File: config.mk
export PLATFORM = sky130hd
export DESIGN_NAME = regfile_mp_flat
export DESIGN_NICKNAME = d
export VERILOG_FILES = /design/src/rtl/regfile_pkg.sv /design/src/rtl/regfile_mp_if.sv /design/src/rtl/regfile_bypass.sv /design/src/rtl/regfile_mp.sv /design/src/flat_wrapper.sv
export SDC_FILE = /design/constraint.sdc
export NUM_CORES = 2
export LEC_CHECK = 0
export BUFFER_PORTS_ARGS = -buffer_cell sky130_fd_sc_hd__buf_2
export CORE_MARGIN = 4
export CORE_UTILIZATION = 25
export DETAILED_ROUTE_END_ITERATION = 10
export PLACE_DENSITY = 0.46
export SYNTH_ARGS = -nofsm -noshare
export SYNTH_HDL_FRONTEND = slang
export SYNTH_SLANG_ARGS = --single-unit
export TNS_END_PERCENT = 50
File: constraint.sdc
create_clock -name clk -period 7.1 [get_ports clk]
set_input_delay 2.13 -clock clk [delete_from_list [all_inputs] [get_ports clk]]
set_output_delay 2.13 -clock clk [all_outputs]
set_load 0.1 [all_outputs]
File: src/rtl/regfile_pkg.sv
`default_nettype none
// ============================================================================
// Module   : regfile_pkg
// Brief    : Shared register-file types and default widths for ID/WB stages.
// Revision : 1.0
// ============================================================================
package regfile_pkg;

  typedef enum logic [0:0] {
    ST_CLEAR = 1'b0,
    ST_RUN   = 1'b1
  } rf_state_e;

  localparam int RF_DATA_W = 32;
  localparam int RF_ADDR_W = 5;

endpackage
`default_nettype wire

File: src/rtl/regfile_mp_if.sv
`default_nettype none
// ============================================================================
// Module   : regfile_mp_if
// Brief    : Read/write port bundle of the multi-port register file.
// Revision : 1.0
// ============================================================================
interface regfile_mp_if
  import regfile_pkg::*;
#(
  parameter int DATA_W = RF_DATA_W,
  parameter int ADDR_W = RF_ADDR_W
);

  logic              ready;
  logic [ADDR_W-1:0] rd_addr_a;
  logic [DATA_W-1:0] rd_data_a;
  logic [ADDR_W-1:0] rd_addr_b;
  logic [DATA_W-1:0] rd_data_b;
  logic              we0;
  logic [ADDR_W-1:0] waddr0;
  logic [DATA_W-1:0] wdata0;
  logic              we1;
  logic [ADDR_W-1:0] waddr1;
  logic [DATA_W-1:0] wdata1;
  logic [ADDR_W:0]   clr_count;

  modport master (
    input  ready, rd_data_a, rd_data_b, clr_count,
    output rd_addr_a, rd_addr_b, we0, waddr0, wdata0, we1, waddr1, wdata1
  );

  modport slave (
    output ready, rd_data_a, rd_data_b, clr_count,
    input  rd_addr_a, rd_addr_b, we0, waddr0, wdata0, we1, waddr1, wdata1
  );

endinterface
`default_nettype wire

File: src/rtl/regfile_bypass.sv
`default_nettype none
// ============================================================================
// Module   : regfile_bypass
// Brief    : Per-read-port write-to-read forwarding select (port 1 wins).
// Revision : 1.0
// ============================================================================
module regfile_bypass
  import regfile_pkg::*;
#(
  parameter int DATA_W = RF_DATA_W,
  parameter int ADDR_W = RF_ADDR_W,
  parameter int BYPASS = 1
) (
  input  wire logic [ADDR_W-1:0] i_rd_addr,
  input  wire logic [DATA_W-1:0] i_mem_data,
  input  wire logic              i_we0,
  input  wire logic [ADDR_W-1:0] i_waddr0,
  input  wire logic [DATA_W-1:0] i_wdata0,
  input  wire logic              i_we1,
  input  wire logic [ADDR_W-1:0] i_waddr1,
  input  wire logic [DATA_W-1:0] i_wdata1,
  output logic      [DATA_W-1:0] o_rd_data
);

  logic              w_hit0;
  logic              w_hit1;
  logic [DATA_W-1:0] w_fwd;

  assign w_hit0 = i_we0 && (i_waddr0 == i_rd_addr);
  assign w_hit1 = i_we1 && (i_waddr1 == i_rd_addr);

  always_comb begin
    w_fwd = i_mem_data;
    if (w_hit0) w_fwd = i_wdata0;
    if (w_hit1) w_fwd = i_wdata1;
  end

  assign o_rd_data = (BYPASS != 0) ? w_fwd : i_mem_data;

endmodule
`default_nettype wire

File: src/rtl/regfile_mp.sv
`default_nettype none
// ============================================================================
// Module   : regfile_mp
// Brief    : 2R/2W register file with bypass, zero register and clear engine.
// Revision : 1.0
// ============================================================================
module regfile_mp
  import regfile_pkg::*;
#(
  parameter int                  DATA_W   = RF_DATA_W,
  parameter int                  ADDR_W   = RF_ADDR_W,
  parameter int                  ZERO_REG = 1,
  parameter int                  BYPASS   = 1,
  parameter logic [DATA_W-1:0]   INIT_VAL = '0
) (
  input  wire logic     clk,
  input  wire logic     rst,
  regfile_mp_if.slave   bus
);

  localparam int              DEPTH    = 2 ** ADDR_W;
  localparam logic [ADDR_W:0] LAST_IDX = (ADDR_W + 1)'(DEPTH - 1);
  localparam logic [0:0]      S_CLEAR  = ST_CLEAR;
  localparam logic [0:0]      S_RUN    = ST_RUN;

  logic [0:0]        r_state;
  logic              r_ready;
  logic [ADDR_W:0]   r_cnt;
  logic [DATA_W-1:0] r_mem [DEPTH];

  logic              w_we0;
  logic              w_we1;
  logic [DATA_W-1:0] w_raw_a;
  logic [DATA_W-1:0] w_raw_b;
  logic [DATA_W-1:0] w_fwd_a;
  logic [DATA_W-1:0] w_fwd_b;
  logic              w_zero_a;
  logic              w_zero_b;

  // Counter runs one past the last index so it reads DEPTH once in RUN.
  always_ff @(posedge clk) begin
    if (rst) begin
      r_state <= S_CLEAR;
      r_cnt   <= '0;
      r_ready <= 1'b0;
    end else if (r_state == S_CLEAR) begin
      r_cnt <= r_cnt + (ADDR_W + 1)'(1);
      if (r_cnt == LAST_IDX) begin
        r_state <= S_RUN;
        r_ready <= 1'b1;
      end
    end
  end

  assign w_we0 = bus.we0 && r_ready && !((ZERO_REG != 0) && (bus.waddr0 == '0));
  assign w_we1 = bus.we1 && r_ready && !((ZERO_REG != 0) && (bus.waddr1 == '0));

  // Port 1 is the later assignment, so it wins an address collision.
  always_ff @(posedge clk) begin
    if (!rst) begin
      if (r_state == S_CLEAR) begin
        r_mem[r_cnt[ADDR_W-1:0]] <= INIT_VAL;
      end else begin
        if (w_we0) r_mem[bus.waddr0] <= bus.wdata0;
        if (w_we1) r_mem[bus.waddr1] <= bus.wdata1;
      end
    end
  end

  assign w_raw_a = r_mem[bus.rd_addr_a];
  assign w_raw_b = r_mem[bus.rd_addr_b];

  regfile_bypass #(
    .DATA_W (DATA_W),
    .ADDR_W (ADDR_W),
    .BYPASS (BYPASS)
  ) u_bypass_a (
    .i_rd_addr  (bus.rd_addr_a),
    .i_mem_data (w_raw_a),
    .i_we0      (w_we0),
    .i_waddr0   (bus.waddr0),
    .i_wdata0   (bus.wdata0),
    .i_we1      (w_we1),
    .i_waddr1   (bus.waddr1),
    .i_wdata1   (bus.wdata1),
    .o_rd_data  (w_fwd_a)
  );

  regfile_bypass #(
    .DATA_W (DATA_W),
    .ADDR_W (ADDR_W),
    .BYPASS (BYPASS)
  ) u_bypass_b (
    .i_rd_addr  (bus.rd_addr_b),
    .i_mem_data (w_raw_b),
    .i_we0      (w_we0),
    .i_waddr0   (bus.waddr0),
    .i_wdata0   (bus.wdata0),
    .i_we1      (w_we1),
    .i_waddr1   (bus.waddr1),
    .i_wdata1   (bus.wdata1),
    .o_rd_data  (w_fwd_b)
  );

  // Entry 0 may hold INIT_VAL from the clear pass, so it is masked on read.
  assign w_zero_a = (ZERO_REG != 0) && (bus.rd_addr_a == '0);
  assign w_zero_b = (ZERO_REG != 0) && (bus.rd_addr_b == '0);

  assign bus.rd_data_a = (r_ready && !w_zero_a) ? w_fwd_a : '0;
  assign bus.rd_data_b = (r_ready && !w_zero_b) ? w_fwd_b : '0;
  assign bus.ready     = r_ready;
  assign bus.clr_count = r_cnt;

endmodule
`default_nettype wire

File: src/flat_wrapper.sv
// flat-port wrapper written by rule: the top's interface ports become plain ports
module regfile_mp_flat import regfile_pkg::*;
#(
  parameter int                  DATA_W   = RF_DATA_W,
  parameter int                  ADDR_W   = RF_ADDR_W,
  parameter int                  ZERO_REG = 1,
  parameter int                  BYPASS   = 1,
  parameter logic [DATA_W-1:0]   INIT_VAL = '0
)
  (clk, rst, bus_ready, bus_rd_data_a, bus_rd_data_b, bus_clr_count, bus_rd_addr_a, bus_rd_addr_b, bus_we0, bus_waddr0, bus_wdata0, bus_we1, bus_waddr1, bus_wdata1);
  regfile_mp_if #(.DATA_W(DATA_W), .ADDR_W(ADDR_W)) bus_i ();
  input  wire logic clk;
  input  wire logic rst;
  output wire logic [$bits(bus_i.ready)-1:0] bus_ready;
  output wire logic [$bits(bus_i.rd_data_a)-1:0] bus_rd_data_a;
  output wire logic [$bits(bus_i.rd_data_b)-1:0] bus_rd_data_b;
  output wire logic [$bits(bus_i.clr_count)-1:0] bus_clr_count;
  input wire logic [$bits(bus_i.rd_addr_a)-1:0] bus_rd_addr_a;
  input wire logic [$bits(bus_i.rd_addr_b)-1:0] bus_rd_addr_b;
  input wire logic [$bits(bus_i.we0)-1:0] bus_we0;
  input wire logic [$bits(bus_i.waddr0)-1:0] bus_waddr0;
  input wire logic [$bits(bus_i.wdata0)-1:0] bus_wdata0;
  input wire logic [$bits(bus_i.we1)-1:0] bus_we1;
  input wire logic [$bits(bus_i.waddr1)-1:0] bus_waddr1;
  input wire logic [$bits(bus_i.wdata1)-1:0] bus_wdata1;
  assign bus_ready = bus_i.ready;
  assign bus_rd_data_a = bus_i.rd_data_a;
  assign bus_rd_data_b = bus_i.rd_data_b;
  assign bus_clr_count = bus_i.clr_count;
  assign bus_i.rd_addr_a = bus_rd_addr_a;
  assign bus_i.rd_addr_b = bus_rd_addr_b;
  assign bus_i.we0 = bus_we0;
  assign bus_i.waddr0 = bus_waddr0;
  assign bus_i.wdata0 = bus_wdata0;
  assign bus_i.we1 = bus_we1;
  assign bus_i.waddr1 = bus_waddr1;
  assign bus_i.wdata1 = bus_wdata1;
  regfile_mp #(.DATA_W(DATA_W), .ADDR_W(ADDR_W), .ZERO_REG(ZERO_REG), .BYPASS(BYPASS), .INIT_VAL(INIT_VAL)) u_core (.clk(clk), .rst(rst), .bus(bus_i));
endmodule
==> impl_metrics.yaml <==
status:
  status: "finished clean"
synthesis:
  synth_fp_nets: 5264
  ys_types: 64
  synth-seq-area-share_pct: 51.5
  synth-edff-count: 1024
  syn_area_mm2: 0.0600
  async_flop_share_pct: 0
  synth_top_family_by_area: "multiplexers"
  synth.mux.area_fraction_pct: 18.9
  synth_xor_area_share_pct: 0.336
  ys_ff_latch: 1032
  synth_ff_type: "edfxtp_1"
  synth_compound_area_share_pct: 15.2
  synth_simple_gate_area_share_pct: 8.77
  synth-adder-area-share_pct: 0.0208
  yosysWarningCount: 0
  syn_avg_cell_area_um2: 11.6
  syn_inst: 5175
clock_tree:
  h-tree-depth: 3
  cts_buffer_depth: 3
  cts_tree: "done"
  cts.hold.buffers_added: 0
  clk_pin_slew_ns: 0.06
  cts.sinks: 1032
  insertion_delay_ns: 0.76
  root_buffer: "clkbuf_16"
  cts_buffers: 107
floorplan:
  io_pins: 159
  initial_core_util_pct: 25.2
  die_h_um: 498
  core_mm2: 0.238
  die_area_mm2: 0.248
  die_w_um: 498
  rows: 179
placement:
  placed_cells: 8191
  dpl_worst_slack_ns: -0.0440
  port-buffer-count: 158
  place_congestion: 0.930
  dp_hpwl_mm: 155
power:
  p_leak_nw: 24.3
  p_clk_share_pct: 41.5
  p_comb_share_pct: 9.3
  worst_ir_drop_vdd_uv: 183
  powerDensity_mw_per_mm2: 193
  seqPwrFrac_pct: 49.2
  power.switching_w: 0.00338
  swShare_pct: 25.0
  p_int_w: 0.0101
drt:
  drc: 0
  drt_iter0_drc: 4921
  avgRoutedWirePerCell_um: 29.6
  viasPerCell: 5.34
  drtPass1Iterations: 6
  wirelength_mm: 249
  vias: 44892
  ant_nets: 0
hold_path:
  holdCritPathClass: "flip-flop to flip-flop"
  holdPathEnd: "u_core.bus.clr_count[5]"
  min_delay_path_depth: 2
  min_from: "u_core.bus.clr_count[5]"
cells_and_area:
  area_growth_pct: 16.5
  final_common_cell: "o21ai_0"
  fin_cells: 8402
  n_fill_cell: 24169
  final_net_count: 5222
  drive_gt1_share_pct: 22.9
  mostFrequentLayoutCells: "o21ai_0, nand2_1, edfxtp_1"
global_route:
  antenna_found_initial: 9
  grt_util_all_layers_pct: 19.5
  grt_pass1_wl_mm: 348
  first_global_vias: 44140
  overflow: 0
  grt_start_max_net_pins: 65
sta:
  worst_slack_ns: 0.0194
  fmax_mhz: 141
  grt_setup_unrepaired: "no"
  clock_skew_ns: 0.0331
  max-slew-margin-rel_pct: 16.5
  maxSlewViolCount: 0
  finalCritPeriodShare_pct: 99.7
  final_hold_viol_count: 0
  setup_viol: 0
  finalCriticalPeriod_ns: 7.08
  tightest_slew_ns: 1.25
critical_path:
  crit_path_max_fanout: 22
  crit_required_ns: 4.97
  reg2reg_to: "u_core.r_mem[5][18]"
  crit_slowest_cell: "a221o_1"
  path_common_cell: "buf_12"
  cp.buffers_inverters: 3
  critPathMaxStageDelay_ns: 0.58
  r2r_start: "u_core.bus.ready"
  arrival_ns: 4.95
  endpoint_kind: "primary output"
  cp_top_family: "compound AO/OA/AOI/OAI gates"
  startpoint_type: "input port"
  ff2ff_path_depth: 6
  r2r_slack_ns: 3.11
  crit_chain: "buf_8, buf_12, mux4_2, a22o_1, a221oi_2, nand3_1, a221o_1, buf_12"
  worst-setup-path-type: "input port to primary output"
job:
  maxCapViolCount: 0
## flip-flops by register name (all words and copies together) (netlist names)
name and count:
u_core.r_mem 1024, u_core.bus.ready 1, u_core.bus.clr_count 6, u_core.r_state 1
## cell type report
class / instances / area, um2 / share of cell area [%]
flip-flops and latches: 1032 / 30900 / 44.2
clock buffers: 140 / 2930 / 4.19
multi-input cells: 3437 / 26700 / 38.2
clock inverters: 56 / 370 / 0.530
diodes: 15 / 37.5 / 0.0537
well taps: 3167 / 3960 / 5.67
inverters: 40 / 150 / 0.215
repair buffers: 515 / 4820 / 6.89
## worst reg2reg max path, delay by kind of cell (launching register included)
family | cells | cell delay [ns]
muxes | 1 | 0.31
and+or+nand+nor | 2 | 0.75
DFF | 1 | 0.55
AOI/OAI and AO/OA | 2 | 1.64
buffers and inverters | 1 | 0.34
## how the worst max path moves through the flow
stage | start | to | depth (start not counted)
finish | bus_rd_addr_a[0] | bus_rd_data_a[28] | 8
global route | bus_rd_addr_b[0] | bus_rd_data_b[9] | 9
CTS | bus_rd_addr_b[2] | bus_rd_data_b[12] | 10
detailed placement | bus_rd_addr_a[0] | bus_rd_data_a[18] | 9
global placement | bus_rd_addr_a[0] | bus_rd_data_a[18] | 9
floorplan | bus_rd_addr_a[1] | bus_rd_data_a[0] | 9
## kinds of logic after synthesis
family                     Yosys count
and+or+nand+nor                   1279
muxes                              645
DFF                               1032
xor gates and xnor gates            23
AOI/OAI and AO/OA                 1489
buffers and inverters              706
adders and majority gates            1
## synth_stat cells, types with 3 or more instances
master | instances | share of area, %
buf_12 | 3 | 0.10
nor2_1 | 36 | 0.23
buf_8 | 4 | 0.10
buf_6 | 10 | 0.19
and2_1 | 6 | 0.063
a21oi_1 | 14 | 0.12
mux4_2 | 390 | 15
inv_1 | 40 | 0.25
nand2b_1 | 8 | 0.083
buf_1 | 18 | 0.11
a41oi_1 | 4 | 0.058
buf_2 | 140 | 1.2
buf_4 | 43 | 0.54
edfxtp_1 | 1024 | 51
o21ai_0 | 1113 | 9.3
xnor2_1 | 7 | 0.10
and3_1 | 63 | 0.66
nand2_1 | 1045 | 6.5
mux2i_1 | 252 | 4.2
a221oi_1 | 135 | 2.0
nor4_1 | 3 | 0.031
dfxtp_1 | 8 | 0.27
nand3_1 | 67 | 0.56
xor2_1 | 16 | 0.23
o21bai_1 | 3 | 0.038
mux2_2 | 3 | 0.056
o22ai_1 | 30 | 0.31
nor2b_1 | 5 | 0.052
a221oi_2 | 47 | 1.2
a221o_1 | 61 | 1.0
a211oi_1 | 3 | 0.038
nor3_1 | 10 | 0.083
or3_1 | 3 | 0.031
clkbuf_2 | 3 | 0.025
nor2_2 | 10 | 0.10
or2_2 | 3 | 0.031
clkbuf_1 | 445 | 2.8
a22o_1 | 62 | 0.90
nor4b_1 | 3 | 0.044
## power groups by stage
stage / Combinational, W / Clock [W] / Sequential (W)
3_5_place_dp: 0.00123 / 0 / 0.00678
3_3_place_gp: 0.00123 / 0 / 0.00678
6_report: 0.00125 / 0.00560 / 0.00665
5_1_grt: 0.00129 / 0.00591 / 0.00665
2_1_floorplan: 0.000662 / 0 / 0.00679
4_1_cts: 0.00124 / 0.00569 / 0.00665
## per-layer routing
layer | share of wire [%] | routed length (um) | up-vias | track usage [%]
met3 | 6.5 | 16200 | 415 | 2.72
met1 | 39 | 97000 | 22928 | 24.1
li1 | - | - | 19668 | -
met2 | 49 | 123000 | 1881 | 33.4
met5 | 0 | 0 | - | 0
met4 | 5.0 | 12600 | 0 | 9.31
## stage by stage
step	setup TNS [ns]	cell area [um2]	util, %	hold WS [ns]	total power (W)
floorplan	0	60000	-	0.582	0.00745
global placement	-0.0297	66500	27.9	0.489	0.00801
detailed placement	-0.0440	66500	27.9	0.507	0.00802
CTS	0	69800	29.3	0.517	0.0136
global route	0	69900	29.3	0.541	0.0139
finish	0	69900	29.3	0.516	0.0135
## what timing repair did
| action | in CTS | in global routing |
|---|---|---|
| endpoints found under the setup margin | 1 | 6 |
| resized for setup | 1 | 7 |
| buffers inserted | 0 | 0 |
Note: power is estimated with default switching activity, not from simulation.
